[config.mk]
export PLATFORM = sky130hd
export DESIGN_NAME = uart_rx_flat
export DESIGN_NICKNAME = d
export VERILOG_FILES = /design/src/rtl/uart_rx_if.sv /design/src/rtl/uart_rx.sv /design/src/flat_wrapper.sv
export SDC_FILE = /design/constraint.sdc
export NUM_CORES = 1
export LEC_CHECK = 0
export CAP_MARGIN = 30
export CORE_MARGIN = 8
export CORE_UTILIZATION = 56
export CTS_CLUSTER_SIZE = 8
export DETAILED_ROUTE_END_ITERATION = 16
export HOLD_SLACK_MARGIN = 0.1
export PLACE_DENSITY = 0.78
export RECOVER_POWER = 50
export SLEW_MARGIN = 40
export SYNTH_ARGS = -nofsm -noshare
export SYNTH_HDL_FRONTEND = slang
export SYNTH_SLANG_ARGS = --single-unit
[constraint.sdc]
create_clock -name clk -period 2 [get_ports clk]
set_input_delay 0.3 -clock clk [delete_from_list [all_inputs] [get_ports clk]]
set_output_delay 0.3 -clock clk [all_outputs]
set_load 0.05 [all_outputs]
[src/rtl/uart_rx_if.sv]
// UART receive-side signal bundle: oversample tick and serial pin in, word/done/error out.
// Latency: none, wiring only.
// Backpressure: none; the consumer must take rx_data in the rx_done_tick cycle.
interface uart_rx_if #(
   parameter int DATA_BIT = 8
);
   logic                s_tick;
   logic                rx;
   logic [DATA_BIT-1:0] rx_data;
   logic                rx_done_tick;
   logic                frame_err;

   // Driver side: supplies tick and serial line, observes received words.
   modport master (
      output s_tick, rx,
      input  rx_data, rx_done_tick, frame_err
   );

   // Receiver side.
   modport slave (
      input  s_tick, rx,
      output rx_data, rx_done_tick, frame_err
   );
endinterface

[src/rtl/uart_rx.sv]
// UART receiver: 2-flop sync, start-edge detect, mid-bit sampling at OVERSAMPLE x baud.
// Latency: done/frame_err pulse one cycle after the mid-stop-bit s_tick of the last stop bit.
// Backpressure: none; rx_data holds until the next frame completes.
module uart_rx #(
   parameter int DATA_BIT   = 8,
   parameter int STOP_BIT   = 1,
   parameter int OVERSAMPLE = 16
) (
   input logic     clk,
   input logic     reset_n,
   uart_rx_if.slave bus
);
   localparam int SW = $clog2(OVERSAMPLE);
   localparam int NW = $clog2(DATA_BIT);
   localparam logic [SW-1:0] S_HALF  = SW'(OVERSAMPLE / 2 - 1);
   localparam logic [SW-1:0] S_LAST  = SW'(OVERSAMPLE - 1);
   localparam logic [NW-1:0] N_DLAST = NW'(DATA_BIT - 1);
   localparam logic [NW-1:0] N_SLAST = NW'(STOP_BIT - 1);

   typedef enum logic [1:0] {IDLE, START, DATA, STOP} state_t;

   state_t              state_q, state_d;
   logic [SW-1:0]       s_cnt_q, s_cnt_d;
   logic [NW-1:0]       n_cnt_q, n_cnt_d;
   logic [DATA_BIT-1:0] sh_q, sh_d;
   logic                err_q, err_d;
   logic [DATA_BIT-1:0] data_q, data_d;
   logic                done_q, done_d;
   logic                ferr_q, ferr_d;
   logic                rx_s1, rx_s2, rx_prev;
   logic                start_det;

   // Synchronize the asynchronous pin and keep one delayed copy for edge detection.
   always_ff @(posedge clk) begin
      if (!reset_n) begin
         rx_s1   <= 1'b1;
         rx_s2   <= 1'b1;
         rx_prev <= 1'b1;
      end else begin
         rx_s1   <= bus.rx;
         rx_s2   <= rx_s1;
         rx_prev <= rx_s2;
      end
   end

   // Falling edge only, so a held-low break line cannot re-arm the receiver.
   assign start_det = rx_prev & ~rx_s2;

   // State, counters, shift register and registered outputs.
   always_ff @(posedge clk) begin
      if (!reset_n) begin
         state_q <= IDLE;
         s_cnt_q <= '0;
         n_cnt_q <= '0;
         sh_q    <= '0;
         err_q   <= 1'b0;
         data_q  <= '0;
         done_q  <= 1'b0;
         ferr_q  <= 1'b0;
      end else begin
         state_q <= state_d;
         s_cnt_q <= s_cnt_d;
         n_cnt_q <= n_cnt_d;
         sh_q    <= sh_d;
         err_q   <= err_d;
         data_q  <= data_d;
         done_q  <= done_d;
         ferr_q  <= ferr_d;
      end
   end

   // Next-state logic: counters move only on s_tick; n_cnt counts data bits, then stop bits.
   always_comb begin
      state_d = state_q;
      s_cnt_d = s_cnt_q;
      n_cnt_d = n_cnt_q;
      sh_d    = sh_q;
      err_d   = err_q;
      data_d  = data_q;
      done_d  = 1'b0;
      ferr_d  = 1'b0;
      case (state_q)
         IDLE: begin
            if (start_det) begin
               state_d = START;
               s_cnt_d = '0;
               n_cnt_d = '0;
               err_d   = 1'b0;
            end
         end
         START: begin
            if (bus.s_tick) begin
               if (s_cnt_q == S_HALF) begin
                  // Still low at mid start bit: genuine start; otherwise a glitch.
                  s_cnt_d = '0;
                  state_d = rx_s2 ? IDLE : DATA;
               end else begin
                  s_cnt_d = s_cnt_q + SW'(1);
               end
            end
         end
         DATA: begin
            if (bus.s_tick) begin
               if (s_cnt_q == S_LAST) begin
                  s_cnt_d = '0;
                  sh_d    = {rx_s2, sh_q[DATA_BIT-1:1]};
                  if (n_cnt_q == N_DLAST) begin
                     n_cnt_d = '0;
                     state_d = STOP;
                  end else begin
                     n_cnt_d = n_cnt_q + NW'(1);
                  end
               end else begin
                  s_cnt_d = s_cnt_q + SW'(1);
               end
            end
         end
         STOP: begin
            if (bus.s_tick) begin
               if (s_cnt_q == S_LAST) begin
                  s_cnt_d = '0;
                  err_d   = err_q | ~rx_s2;
                  if (n_cnt_q == N_SLAST) begin
                     // Leave at mid stop bit so a back-to-back start edge is caught.
                     state_d = IDLE;
                     n_cnt_d = '0;
                     data_d  = sh_q;
                     done_d  = 1'b1;
                     ferr_d  = err_d;
                  end else begin
                     n_cnt_d = n_cnt_q + NW'(1);
                  end
               end else begin
                  s_cnt_d = s_cnt_q + SW'(1);
               end
            end
         end
         default: state_d = IDLE;
      endcase
   end

   assign bus.rx_data      = data_q;
   assign bus.rx_done_tick = done_q;
   assign bus.frame_err    = ferr_q;
endmodule

[src/flat_wrapper.sv]
// flat-port wrapper written by rule: the top's interface ports become plain ports
module uart_rx_flat 
#(
   parameter int DATA_BIT   = 8,
   parameter int STOP_BIT   = 1,
   parameter int OVERSAMPLE = 16
)
  (clk, reset_n, bus_s_tick, bus_rx, bus_rx_data, bus_rx_done_tick, bus_frame_err);
  uart_rx_if #(.DATA_BIT(DATA_BIT)) bus_i ();
  input logic clk;
  input logic reset_n;
  input wire logic [$bits(bus_i.s_tick)-1:0] bus_s_tick;
  input wire logic [$bits(bus_i.rx)-1:0] bus_rx;
  output wire logic [$bits(bus_i.rx_data)-1:0] bus_rx_data;
  output wire logic [$bits(bus_i.rx_done_tick)-1:0] bus_rx_done_tick;
  output wire logic [$bits(bus_i.frame_err)-1:0] bus_frame_err;
  assign bus_i.s_tick = bus_s_tick;
  assign bus_i.rx = bus_rx;
  assign bus_rx_data = bus_i.rx_data;
  assign bus_rx_done_tick = bus_i.rx_done_tick;
  assign bus_frame_err = bus_i.frame_err;
  uart_rx #(.DATA_BIT(DATA_BIT), .STOP_BIT(STOP_BIT), .OVERSAMPLE(OVERSAMPLE)) u_core (.clk(clk), .reset_n(reset_n), .bus(bus_i));
endmodule
==> Word-level counts from Yosys, hierarchy flattened <==
Cells that the tools add are included.
{ "word_totals": {"reg_bits": 31, "input_bits": 4, "out_inout_bits": 10, "word_cells": 75} }
{ "op_classes": {"n_addsub": 2, "eq_ne": 16, "n_mux": 30, "bitwise": 3, "n_reduce_logical": 13} }
{ "op_table": {"columns": ["op", "n"], "rows": [
  ["3-bit 2-to-1 mux", 7],
  ["2-bit 2-to-1 mux", 10],
  ["4-bit 2-to-1 mux", 5],
  ["2-bit by 1-bit != test with 1-bit output (second input constant)", 7],
  ["4-bit case mux with 3 select lines", 1],
  ["4-bit AND reduction", 3],
  ["3-bit case mux with 3 select lines", 1],
  ["9-bit AND reduction", 1],
  ["2-bit case mux with 4 select lines", 1],
  ["2-bit != test (second input constant)", 3],
  ["3-bit AND reduction", 2],
  ["6-bit AND reduction", 1],
  ["5-bit AND reduction", 1],
  ["4-bit by 1-bit adder with 4-bit output (second input constant)", 1],
  ["2-bit equality test (second input constant)", 2],
  ["4-bit by 3-bit equality test with 1-bit output (second input constant)", 1],
  ["4-bit equality test (second input constant)", 1],
  ["1-bit 2-to-1 mux", 4],
  ["3-bit by 1-bit adder with 3-bit output (second input constant)", 1],
  ["3-bit equality test (second input constant)", 1],
  ["3-bit zero test", 1],
  ["3-bit nonzero test", 1],
  ["2-bit by 1-bit equality test with 1-bit output (second input constant)", 1],
  ["2-bit zero test", 1],
  ["6 further kinds", 6]
]} }

==> Logic depth before layout (Yosys ltp) <==
Gate-level depths: netlist of the first run.
{ "logic_depth": {"depth_word": 5, "mapped_depth": 7, "ltp_nobuf": 6} }

==> Worst setup path before layout of the first run <==
OpenSTA, ideal clock, no wires.
{ "synth_path": {"path_kind": "reg2reg", "from": "reg u_core.state_q[0]", "to": "reg u_core.s_cnt_q[3]", "setup_time_ns": 0.074, "t_arrival_ns": 1.508, "required_ns": 1.926, "slack_ns": 0.418, "path_stages_with_launch": 8, "path_buffers": 1, "period_less_slack_ns": 1.582, "path_cell_list": "dfxtp_1 inv_1 ha_1 clkbuf_1 nor3_2 a2bb2oi_2 nand4_1 a31oi_1"} }
{ "synth_between": {"elab_chain_cells": 4, "elab_cells_between_ends": 10, "cone_classes": "eq/ne: 6; mux: 1; reduce/logical: 3"} }
{ "synth_rtl": {"columns": ["item", "line", "rtl"], "rows": [
  ["start, declared", "uart_rx.sv:22", "state_t state_q, state_d;"],
  ["start signal, assigned", "uart_rx.sv:61", "state_q <= state_d;"],
  ["2-bit equality test", "uart_rx.sv:82", "case (state_q)"],
  ["2-bit OR reduction (no line)", null, null],
  ["2-bit by 1-bit != test with 1-bit output (no line)", null, null],
  ["3-bit AND reduction (no line)", null, null],
  ["end signal, assigned", "uart_rx.sv:62", "s_cnt_q <= s_cnt_d;"],
  ["end, declared", "uart_rx.sv:23", "logic [SW-1:0] s_cnt_q, s_cnt_d;"]
]} }
Parallel ways exist; a longest one is shown, timed or not.
A chain may end at the register's enable or synchronous reset.

==> Worst setup path in the final report of the first run <==
{ "layout_path": {"from": "reg u_core.data_q[1] (netlist: u_core.bus.rx_data[1])", "to": "out bus_rx_data[1]"} }
{ "layout_rtl": {"columns": ["item", "line", "rtl"], "rows": [
  ["start, declared", "uart_rx.sv:27", "logic [DATA_BIT-1:0] data_q, data_d;"],
  ["start signal, assigned", "uart_rx.sv:66", "data_q <= data_d;"],
  ["end, declared", "flat_wrapper.sv:14", "output wire logic [$bits(bus_i.rx_data)-1:0] bus_rx_data;"]
]} }
No word-level cell between the ends.

==> flow_metrics.env, run 1 <==
export IMPL_cts_max_path_buffers=2
export IMPL_synth_edff_count=0
export IMPL_grt_usage_pct=16.30
export IMPL_fin_tns_setup_ns=0
export IMPL_clock_latency_ns=0.33
export IMPL_cts_buffers=5
export IMPL_synthCells=170
export IMPL_postLayoutCellArea_um2=1732
export IMPL_fin_crit_ns=1.797
export IMPL_gr_usage_met2_pct=26.15
export IMPL_worst_slack_ns=0.2026
export IMPL_use_met1_pct=18.56
export IMPL_cts_htree_levels=2
export IMPL_hpwl_um=2366
export IMPL_io_pins=14
export IMPL_first_pass_iters=4
export IMPL_max_stage_delay_ns=0.81
export IMPL_antennaDiodeCount=0
export IMPL_die_h_um=67.82
export IMPL_leakagePower_uw=0.0006308
export IMPL_run_status="finished, final reports clean"
export IMPL_use_met3_pct=5.392
export IMPL_fillers=218
export IMPL_routed_wl_um=3330
export IMPL_cts_tree="yes"
export IMPL_core_um2=2522
export IMPL_hold_violations=0
export IMPL_fin_crit_sh_pct=89.87
export IMPL_critPathCaptureType="output pin"
export IMPL_synth_nets=184
export IMPL_synth_main_ff_cell="dfxtp_1"
export IMPL_wl_per_cell_um=15.28
export IMPL_critical_path_class="reg2out"
export IMPL_critPathSlowestCell="clkdlybuf4s50_1"
export IMPL_cts_clk_slew_worst_paths_ns=0.09
export IMPL_portBuffers=13
export IMPL_drive_above_1_share_pct=10.11
export IMPL_post_drt_via_cell_ratio=5.885
export IMPL_die_x_um=67.82
export IMPL_postCtsHoldBufs=0
export IMPL_gp_congestion=0.9016
export IMPL_dp_slack_ns=0.1633
export IMPL_vias=1283
export IMPL_busiest_layer="met2"
export IMPL_place_area_um2=1662
export IMPL_syn_area_per_cell_um2=8.847
export IMPL_layout_common_cells="dfxtp_1 (31), a21oi_1 (16), nand2_1 (14), nor2_1 (13), clkdlybuf4s50_1 (12)"
export IMPL_netlist_area_um2=1504
export IMPL_fmax_ghz=0.5564
export IMPL_peakVddDrop_uv=639.4
export IMPL_final_common_cell="dfxtp_1"
export IMPL_clock_sinks=31
export IMPL_hold_slack_ns=0.4306
export IMPL_crit_fanout=2
export IMPL_critical_path_buf_inv_count=1
export IMPL_setup_violations=0
export IMPL_arrival_ns=1.50
export IMPL_synth_seq_cells=31
export IMPL_antenna_found_initial=0
export IMPL_grt_pass1_vias=1276
export IMPL_drv_cap=0
export IMPL_relSlewSlack_pct=66.24
export IMPL_grt_pass1_wl_um=5740
export IMPL_drcViolationCount=0
export IMPL_startpoint_type="register"
export IMPL_floorplan_rows=18
export IMPL_hold_path_class="reg2reg"
export IMPL_synth_cell_types=36
export IMPL_ys_seq_area_share_pct=41.26
export IMPL_fin_nets=201
export IMPL_detail_route_antenna_nets=0
export IMPL_synthArstFlopShare_pct=0
export IMPL_worst_slew_pin_slew_ns=0.5048
export IMPL_grt_max_degree=25
export IMPL_critPathTopFamily="buffers and inverters"
export IMPL_die_area_um2=4600
export IMPL_cts_root_buf="clkbuf_4"
export IMPL_cts_resized=0
export IMPL_yosysWarnings=0
export IMPL_crit_path_cell_trace="clkdlybuf4s50_1"
export IMPL_rsz0062_at_grt="no"
export IMPL_syn_to_final_growth_pct=15.14
export IMPL_overflow=0
export IMPL_p_per_area_nw_per_um2=695.4
export IMPL_drt_iter0_markers=79
export IMPL_drv_slew=0
export IMPL_fin_worst_skew_ns=0.006396
export IMPL_start_util_pct=59.62
export IMPL_cp_data_required_time_ns=1.70
export IMPL_postCtsSetupBuffers=0
==> cell usage after synthesis, drive strengths merged, types with 3 or more instances <==
cell	count	share of area (%)
nand2	14	3.5
nor2b	4	1.7
nand4b	3	1.7
ha	10	8.3
dfxtp	31	41
buf	4	1.9
o21ai	6	2.0
inv	10	2.5
nand2b	6	2.5
nor3	4	1.7
a21oi	16	5.3
or3	3	1.6
clkbuf	3	0.75
nand4	5	2.1
mux2i	9	6.0
nand3	10	3.3
nor2	13	3.2
==> sequential cells by signal, indices dropped and copies added (netlist names), 3 cells and up, named ones only <==
signal,count
u_core.s_cnt_q,4
u_core.sh_q,8
u_core.n_cnt_q,3
u_core.bus.rx_data,8
==> cell type report <==
type                    count  area [µm²]  area share (%)
clock buffers               7       65.06           3.757
clock inverters             1       7.507          0.4335
inverters                  10       37.54           2.168
multi-input cells         122       805.8           46.53
flip-flops and latches     31       620.6           35.84
well taps                  30       37.54           2.168
repair buffers             17       157.7           9.104
==> worst paths after layout <==
check	startpoint	endpoint	slack, ns	cells past startpoint
max	u_core.bus.rx_data[1]	bus_rx_data[1]	0.20	1
min	u_core.rx_s1	u_core.rx_s2	0.43	1
max reg2reg	u_core.s_cnt_q[0]	u_core.bus.rx_data[1]	0.20	6
min reg2reg	u_core.rx_s1	u_core.rx_s2	0.43	1
==> per-stage QoR <==
step | instances | util [%] | power, µW
final | 218 | 68.65 | 1204
after detailed placement | 210 | 65.87 | 793.1
after global routing | 218 | 68.65 | 1255
after CTS | 218 | 68.75 | 1214
after global placement | 210 | 65.87 | 787.8
after floorplan | 170 | - | 754.9
==> power by group <==
group,switching (µW),internal (µW)
clock,217,205
combinational,91.2,58.0
sequential,8.41,624
==> cells by family after synthesis <==
family                     after synthesis  synth area share [%]
AOI/OAI and AO/OA                       36                 15.56
adders and majority gates               10                 8.319
buffers and inverters                   17                 5.158
DFF                                     31                 41.26
muxes                                    9                 5.990
and+or+nand+nor                         67                 23.71
==> metal layers <==
layer / wire [µm] / vias to the layer above
li1: - / 633
met1: 1476 / 611
met2: 1637 / 37
met3: 200 / 2
met4: 15 / 0
met5: 0 / -
Power figures use the tool's default switching activity.
==> inputs of run 2 (changes only) <==
--- a/config.mk
+++ b/config.mk
@@ -5,8 +5,8 @@
 export SDC_FILE = /design/constraint.sdc
 export NUM_CORES = 1
 export LEC_CHECK = 0
-export CAP_MARGIN = 30
-export CORE_MARGIN = 8
+export CAP_MARGIN = 20
+export CORE_MARGIN = 1
 export CORE_UTILIZATION = 56
 export CTS_CLUSTER_SIZE = 8
 export DETAILED_ROUTE_END_ITERATION = 16
==> run 2 against run 1 <==
Compared with the run above: critical path depth unchanged; design area fell by 0.14%; highest routed layer unchanged; first-iteration DRC count is 70% lower; power up 0.71%; via count barely moved; count of clock-buffer cells in the layout unchanged; routed wire length fell by 7.2%; utilization grew 0.52 points; hold slack got worse by 0.0079 ns; critical endpoint is now bus_rx_data[0]; sequential share of layout area grew 0.052 points; critical path type unchanged.
==> flow_metrics.env, run 2 (synthesized netlist as in run 1, its figures left out) <==
export IMPL_syn_to_final_growth_pct=14.98
export IMPL_cts_clk_slew_worst_paths_ns=0.10
export IMPL_peakVddDrop_uv=644.6
export IMPL_grt_pass1_vias=1175
export IMPL_relSlewSlack_pct=66.11
export IMPL_critPathTopFamily="buffers and inverters"
export IMPL_fillers=215
export IMPL_drv_cap=0
export IMPL_critPathCaptureType="output pin"
export IMPL_fin_crit_sh_pct=90.27
export IMPL_postCtsSetupBuffers=0
export IMPL_hold_path_class="reg2reg"
export IMPL_antenna_found_initial=0
export IMPL_critical_path_class="reg2out"
export IMPL_critical_path_buf_inv_count=1
export IMPL_worst_slack_ns=0.1946
export IMPL_p_per_area_nw_per_um2=701.4
export IMPL_startpoint_type="register"
export IMPL_gp_congestion=0.8912
export IMPL_drcViolationCount=0
export IMPL_die_x_um=53.82
export IMPL_die_h_um=53.82
export IMPL_postCtsHoldBufs=0
export IMPL_fin_tns_setup_ns=0
export IMPL_overflow=0
export IMPL_rrSetupSlack_ns=0.22
export IMPL_fin_worst_skew_ns=0.006762
export IMPL_max_stage_delay_ns=0.81
export IMPL_run_status="finished, final reports clean"
export IMPL_layout_common_cells="dfxtp_1 (31), a21oi_1 (16), nand2_1 (14), nor2_1 (13), clkdlybuf4s50_1 (12)"
export IMPL_routed_wl_um=3090
export IMPL_crit_path_cell_trace="clkdlybuf4s50_1"
export IMPL_start_util_pct=60.16
export IMPL_drt_iter0_markers=24
export IMPL_clock_sinks=31
export IMPL_cts_resized=0
export IMPL_cts_max_path_buffers=2
export IMPL_vias=1284
export IMPL_crit_fanout=2
export IMPL_rsz0062_at_grt="no"
export IMPL_fin_crit_ns=1.805
export IMPL_cts_root_buf="clkbuf_4"
export IMPL_grt_usage_pct=25.12
export IMPL_cts_tree="yes"
export IMPL_p_total_uw=1213
export IMPL_core_um2=2500
export IMPL_drv_slew=0
export IMPL_portBuffers=13
export IMPL_antennaDiodeCount=0
export IMPL_drive_above_1_share_pct=10.11
export IMPL_fin_nets=201
export IMPL_floorplan_rows=18
export IMPL_leakagePower_uw=0.0006317
export IMPL_worst_slew_pin_slew_ns=0.5068
export IMPL_critPathSlowestCell="clkdlybuf4s50_1"
export IMPL_arrival_ns=1.51
export IMPL_wl_per_cell_um=14.17
export IMPL_first_pass_iters=4
export IMPL_hold_violations=0
export IMPL_grt_pass1_wl_um=5071
export IMPL_die_area_um2=2897
export IMPL_post_drt_via_cell_ratio=5.890
export IMPL_grt_max_degree=21
export IMPL_io_pins=14
export IMPL_detail_route_antenna_nets=0
export IMPL_setup_violations=0
export IMPL_cts_htree_levels=2
export IMPL_dp_slack_ns=0.1694
export IMPL_cts_buffers=5
export IMPL_clock_latency_ns=0.34
export IMPL_cp_data_required_time_ns=1.70
export IMPL_final_common_cell="dfxtp_1"
export IMPL_hpwl_um=2205
export IMPL_fmax_ghz=0.5539
run 2: worst paths after layout:
path,startpoint,endpoint,cells after the start
worst min register to register,u_core.rx_s1,u_core.rx_s2,1
worst min-delay path,u_core.rx_s1,u_core.rx_s2,1
worst max-delay path,u_core.bus.rx_data[0],bus_rx_data[0],1
worst max register to register,u_core.s_cnt_q[0],u_core.bus.frame_err,6
run 2: area by class of cell:
type / count / area (µm²) / share of cell area (%)
Clock buffer: 7 / 65.06 / 3.763
Clock inverter: 1 / 7.507 / 0.4342
Inverter: 10 / 37.54 / 2.171
Multi-Input combinational cell: 122 / 805.8 / 46.60
Sequential cell: 31 / 620.6 / 35.89
Tap cell: 30 / 37.54 / 2.171
Timing Repair Buffer: 17 / 155.1 / 8.973
run 2: routing by layer:
| metal | routed length, µm | part of all wire (%) | up-vias | global-route usage [%] |
|---|---|---|---|---|
| met4 | 60 | 1.9 | 0 | 10.53 |
| met2 | 1478 | 48 | 30 | 39.71 |
| met3 | 144 | 4.7 | 11 | 10.45 |
| met5 | 0 | 0 | - | 0 |
| li1 | - | - | 634 | - |
| met1 | 1407 | 46 | 609 | 29.62 |
run 2: power by group:
| group | internal [µW] | switching [µW] | total [µW] |
|---|---|---|---|
| combinational | 58.7 | 91.6 | 150 |
| sequential | 624 | 7.67 | 632 |
| clock | 205 | 226 | 431 |
run 2: through the flow:
stage               hold slack, ns  util [%]  instances  cell area, µm²
finish                      0.4227     69.17        218            1729
global route                0.4591     69.17        218            1729
CTS                         0.4258     69.37        218            1734
detailed placement          0.4017     66.47        210            1662
global placement            0.3913     66.47        210            1662
floorplan                   0.3730         -        170            1504
